File: src/rtl/mem_stage_pkg.sv
// Shared types and helpers for the memory stage: access sizes, FSM states,
// the EX/MEM register layout and the alignment rule.
package mem_stage_pkg;

  localparam int unsigned XLEN  = 32;
  localparam int unsigned REG_W = 5;

  typedef enum logic [1:0] {
    MEM_B = 2'd0,
    MEM_H = 2'd1,
    MEM_W = 2'd2
  } mem_size_e;

  typedef enum logic [1:0] {
    MEM_IDLE,
    MEM_REQ,
    MEM_WAIT
  } mem_state_e;

  typedef struct packed {
    logic             vld;
    logic [XLEN-1:0]  alu_res;
    logic [XLEN-1:0]  din;
    logic             rd;
    logic             wr;
    logic [1:0]       size;
    logic             uns;
    logic [REG_W-1:0] dest;
  } ex_mem_t;

  // Unused size code 3 is treated like a word access.
  function automatic logic is_misaligned(input logic [1:0] size, input logic [1:0] addr);
    case (size)
      MEM_B:   is_misaligned = 1'b0;
      MEM_H:   is_misaligned = addr[0];
      default: is_misaligned = |addr;
    endcase
  endfunction

endpackage

File: src/rtl/mem_stage_lsu_align.sv
// Combinational load/store lane alignment: byte enables, store data replication,
// load lane extraction with sign/zero extension, and misalignment detection.
module lsu_align
  import mem_stage_pkg::*;
(
  input  logic [1:0]      addr,
  input  logic [1:0]      size,
  input  logic            uns,
  input  logic [XLEN-1:0] din,
  input  logic [XLEN-1:0] rdata,
  output logic [3:0]      be,
  output logic [XLEN-1:0] wdata,
  output logic [XLEN-1:0] load_data,
  output logic            misaligned
);

  logic [7:0]  byte_lane;
  logic [15:0] half_lane;

  assign byte_lane  = rdata[{addr, 3'b000} +: 8];
  assign half_lane  = addr[1] ? rdata[31:16] : rdata[15:0];
  assign misaligned = is_misaligned(size, addr);

  always_comb begin
    be        = '0;
    wdata     = '0;
    load_data = '0;
    case (size)
      MEM_B: begin
        be        = 4'b0001 << addr;
        wdata     = {4{din[7:0]}};
        load_data = {{24{~uns & byte_lane[7]}}, byte_lane};
      end
      MEM_H: begin
        be        = addr[1] ? 4'b1100 : 4'b0011;
        wdata     = {2{din[15:0]}};
        load_data = {{16{~uns & half_lane[15]}}, half_lane};
      end
      default: begin
        be        = '1;
        wdata     = din;
        load_data = rdata;
      end
    endcase
  end

endmodule

File: src/rtl/mem_stage.sv
// Memory stage: EX/MEM pipeline register plus a req/gnt/rvalid data-memory
// sequencer that stalls upstream while a load or store is outstanding.
module mem_stage
  import mem_stage_pkg::*;
(
  input  logic             clk,
  input  logic             rst,
  input  logic [XLEN-1:0]  EX_alu_res,
  input  logic [XLEN-1:0]  EX_mem_din,
  input  logic             EX_vld,
  input  logic             EX_alu_busy,
  input  logic             EX_mem_rd,
  input  logic             EX_mem_wr,
  input  logic [1:0]       EX_mem_size,
  input  logic             EX_mem_uns,
  input  logic [REG_W-1:0] EX_dest_reg,
  output logic             dmem_req,
  output logic             dmem_we,
  output logic [XLEN-1:0]  dmem_addr,
  output logic [3:0]       dmem_be,
  output logic [XLEN-1:0]  dmem_wdata,
  input  logic             dmem_gnt,
  input  logic             dmem_rvalid,
  input  logic [XLEN-1:0]  dmem_rdata,
  output logic             MEM_stall,
  output logic             MEM_vld,
  output logic [XLEN-1:0]  MEM_data,
  output logic [REG_W-1:0] MEM_dest_reg,
  output logic             MEM_misaligned
);

  mem_state_e      state, state_nx;
  ex_mem_t         r, cap;
  logic            memop, mis, done, in_req, in_wait, new_mem;
  logic [3:0]      al_be;
  logic [XLEN-1:0] al_wdata, al_load;
  logic            al_mis;

  lsu_align u_align (
    .addr       (r.alu_res[1:0]),
    .size       (r.size),
    .uns        (r.uns),
    .din        (r.din),
    .rdata      (dmem_rdata),
    .be         (al_be),
    .wdata      (al_wdata),
    .load_data  (al_load),
    .misaligned (al_mis)
  );

  assign cap = '{vld:     EX_vld & ~EX_alu_busy,
                 alu_res: EX_alu_res,
                 din:     EX_mem_din,
                 rd:      EX_mem_rd,
                 wr:      EX_mem_wr,
                 size:    EX_mem_size,
                 uns:     EX_mem_uns,
                 dest:    EX_dest_reg};

  always_ff @(posedge clk or negedge rst) begin
    if (!rst) begin
      state <= MEM_IDLE;
      r     <= '0;
    end else begin
      state <= state_nx;
      if (!MEM_stall) r <= cap;
    end
  end

  assign in_req  = (state == MEM_REQ);
  assign in_wait = (state == MEM_WAIT);
  assign memop   = r.rd | r.wr;
  assign mis     = r.vld & memop & al_mis;
  assign done    = (in_req & r.wr & dmem_gnt) | (in_wait & dmem_rvalid);
  assign new_mem = cap.vld & (EX_mem_rd | EX_mem_wr)
                 & ~is_misaligned(EX_mem_size, EX_alu_res[1:0]);

  always_comb begin
    state_nx   = state;
    dmem_req   = 1'b0;
    dmem_we    = 1'b0;
    dmem_addr  = '0;
    dmem_be    = '0;
    dmem_wdata = '0;
    // Any edge that frees the register also decides the next op, so a
    // completing access hands off straight to REQ without an IDLE cycle.
    if (!MEM_stall) begin
      state_nx = new_mem ? MEM_REQ : MEM_IDLE;
    end else if (in_req && dmem_gnt) begin
      state_nx = MEM_WAIT;
    end
    if (in_req) begin
      dmem_req   = 1'b1;
      dmem_we    = r.wr;
      dmem_addr  = {r.alu_res[XLEN-1:2], 2'b00};
      dmem_be    = al_be;
      dmem_wdata = al_wdata;
    end
  end

  assign MEM_stall      = r.vld & memop & ~mis & ~done;
  assign MEM_vld        = r.vld & (~memop | mis | done);
  assign MEM_data       = (MEM_vld & ~mis) ? (r.rd ? al_load : r.alu_res) : '0;
  assign MEM_dest_reg   = r.dest;
  assign MEM_misaligned = mis;

endmodule

File: config.mk
export PLATFORM = sky130hd
export DESIGN_NAME = mem_stage
export DESIGN_NICKNAME = d
export VERILOG_FILES = /design/src/rtl/mem_stage_pkg.sv /design/src/rtl/mem_stage_lsu_align.sv /design/src/rtl/mem_stage.sv
export SDC_FILE = /design/constraint.sdc
export NUM_CORES = 1
export LEC_CHECK = 0
export CAP_MARGIN = 25
export CORE_ASPECT_RATIO = 1.25
export CORE_UTILIZATION = 40
export DETAILED_ROUTE_END_ITERATION = 8
export HOLD_SLACK_MARGIN = 0.06
export PLACE_DENSITY_LB_ADDON = 0.2
export SLEW_MARGIN = 5
export SYNTH_ARGS = -nofsm -noshare
export SYNTH_HDL_FRONTEND = slang
export SYNTH_SLANG_ARGS = --single-unit
File: constraint.sdc
create_clock -name clk -period 5.65 [get_ports clk]
set_clock_uncertainty 0.1 [all_clocks]
set_input_delay 1.13 -clock clk [delete_from_list [all_inputs] [get_ports clk]]
set_output_delay 1.13 -clock clk [all_outputs]
set_load 0.05 [all_outputs]
==> results.yml <==
grt:
  grt_start_max_net_pins: 78
  use_met2_pct: 42.7
  grt_use_total_pct: 25.6
  use_met1_pct: 32.1
  grt_pass1_wl_um: 24000
  grtUsageMet3_pct: 6.90
  grt_pass1_vias: 4370
  antenna_found_initial: 0
  gr-max-usage-layer: "met2"
  overflow: 0
synthesis:
  syn_area_um2: 4760
  post_synth_num_cell_types: 41
  synth_seq_cells: 77
  ys_seq_area_share_pct: 40.5
  synth_top_area_share_pct: 40.5
  synth.area.top_cells: "dfrtp_1 40%, mux2_2 17%, mux2i_1 5.5%"
  syn_inst: 484
  synth_top_cell_by_area: "dfrtp_1"
  syn_avg_cell_area_um2: 9.84
  synth_edf_count: 0
  async_flop_share_pct: 100
  ys.flop_type: "dfrtp_1"
  ys_warn_count: 0
place:
  gp_congestion: 0.852
  port_buffers: 219
  hpwl_um: 11100
  place_area_um2: 6910
layout:
  n_antenna_cell: 0
  fin_nets: 789
  largest_reg_flops: 70
  synthToLayoutAreaGrowth_pct: 52.8
  design_area_um2: 7280
  drive_above_1_share_pct: 15.4
  utilization_pct: 62.6
clocking:
  clock_path_buffers: 2
  path_clk_slew_ns: 0.06
  cts_root_buf: "clkbuf_16"
  cts_hold_buffers: 0
  h-tree-depth: 3
  cts_resized: 0
  cts_setup_buffers: 0
  cts_buffers: 9
  worstSkewPairLatency_ns: 0.33
  cts_tree: "yes"
  numClockSinks: 77
drt:
  vias_per_cell: 5.38
  ant_nets: 0
  wl_per_cell_um: 18.5
  vias: 4534
  drtIter0Drc: 234
  drt-total-wl_um: 15600
  drc: 0
  dr.pass1.iters: 5
floorplan:
  io_pins: 222
  die_w_um: 99.6
  core_area_um2: 11600
  die_y_um: 124
  initial_core_util_pct: 41.0
  die_area_um2: 12300
  rows: 44
pwr:
  switchingPower_uw: 761
  switching_share_pct: 36.3
  ir_worst_vdd_mv: 0.162
  power.share.combinational_pct: 37.8
  cellPowerDensity_nw_per_um2: 288
  pwr-share-seq_pct: 32.9
  p_int_mw: 1.34
  leakagePower_nw: 2.93
  pwr-share-clk_pct: 29.3
setup_path:
  r2r-end: "r[38]"
  r2r_slack_ns: 2.81
  worstPathRequired_ns: 4.42
  cp-end-kind: "output port"
  worstRegToRegCells: 7
  cp_max_fo: 16
  critPathKind: "input port to output port"
  worstSetupStartpointType: "input port"
  r2r_start: "state[1]"
  critPathArrivalTime_ns: 3.68
timing:
  setup_viol_count_final: 0
  maxSlewHeadroom_pct: 39.1
  hold_ws_ns: 0.398
  period_minus_slack_ns: 4.91
  rsz0062_at_grt: "no"
  period_share_pct: 87.0
  hold_viol: 0
  finalMaxSlewViolations: 0
  tightest_slew_ns: 0.913
  clock.fmax_ghz: 0.204
  setup_tns_ns: 0
hold_path:
  min-delay-start: "r[27]"
  hold_class: "flop to flop"
  min_to: "r[27]"
  hold_depth: 1
run_status:
  status: "complete, no violations"
flow_run:
  maxCapViolations: 0
layer usage:
layer / up-vias / routed length, um
met2: 217 / 7740
met5: - / 0
met3: 30 / 1260
li1: 2083 / -
met1: 2204 / 6240
met4: 0 / 381
synthesized netlist by cell type (all sizes together), types with 7 or more instances:
cell / instances
dfrtp: 77
mux2: 75
nor2: 61
and2: 41
nand2: 39
buf: 26
mux2i: 26
a211oi: 24
a21oi: 22
clkbuf: 20
nor3: 11
o21ai: 11
a22o: 8
a221oi: 7
a22oi: 7
critical path, cell delays in order:
cell and delay, ns:
clkdlybuf4s50_1 0.48, mux2i_1 0.28, o32ai_1 0.15, a21boi_2 0.71
a211oi_1 0.17, clkdlybuf4s50_1 0.76
logic make-up (layout without fill, tap and decap cells):
| logic type | count (synthesis) | after routing | share of synthesized area [%] |
|---|---|---|---|
| AOI/OAI and AO/OA | 91 | 91 | 13.5 |
| DFF | 77 | 77 | 40.5 |
| other | 1 | 2 | 0.0787 |
| buffers and inverters | 52 | 248 | 6.70 |
| muxes | 101 | 101 | 23.2 |
| and+or+nand+nor | 162 | 162 | 16.1 |
cell usage in the layout, fill, tap and decap left out, drive strengths merged:
| master | n |
|---|---|
| conb | 2 |
| a21oi | 22 |
| o2111a | 1 |
| bufinv | 2 |
| nand2 | 39 |
| o21ai | 11 |
| or3 | 1 |
| nand3 | 1 |
| and3b | 1 |
| a221oi | 7 |
| a211o | 1 |
| a31oi | 1 |
| buf | 9 |
| or2 | 2 |
| a22o | 8 |
| and2 | 41 |
| inv | 6 |
| or3b | 1 |
| o32ai | 1 |
| a21boi | 2 |
| clkinv | 2 |
| o211ai | 1 |
| o22ai | 3 |
| o22a | 1 |
| clkdlybuf4s50 | 218 |
| clkbuf | 10 |
| a22oi | 7 |
| nor2 | 61 |
| clkinvlp | 1 |
| a211oi | 24 |
| dfrtp | 77 |
| a2bb2oi | 1 |
| mux2i | 26 |
| nand2b | 2 |
| nor3 | 11 |
| nor2b | 2 |
| mux2 | 75 |
power by group through the flow:
stage,Combinational [mW],Sequential (mW),Clock (mW)
4_1_cts,0.784,0.689,0.622
2_1_floorplan,0.552,0.666,0
3_5_place_dp,0.781,0.699,0
6_report,0.792,0.690,0.616
3_3_place_gp,0.772,0.693,0
5_1_grt,0.840,0.702,0.649
per-stage QoR:
step	setup slack, ns	instances	power, mW
after global placement	0.745	825	1.47
after global routing	0.614	842	2.19
after floorplan	1.39	485	1.22
after CTS	0.693	840	2.10
final	0.737	842	2.10
after detailed placement	0.695	825	1.48
cell type report:
class                   count  area (um^2)
clock buffers              10          229
fillers                  1007         4340
flip-flops and latches     77         1930
inverters                   6         30.0
well taps                 161          201
repair buffers            227         2290
clock inverters             5         77.6
multi-input cells         356         2520
worst max-delay path by stage:
stage / from / to / cells past startpoint / slack [ns]
after detailed placement: dmem_rvalid / MEM_data[20] / 6 / 0.70
final: dmem_rdata[23] / MEM_data[31] / 6 / 0.74
after global placement: dmem_rvalid / MEM_data[28] / 6 / 0.74
after floorplan: dmem_rvalid / MEM_data[31] / 5 / 1.39
after global routing: dmem_rdata[23] / MEM_data[18] / 6 / 0.61
after CTS: dmem_rvalid / MEM_data[20] / 6 / 0.69
(Power assumes the default switching activity.)
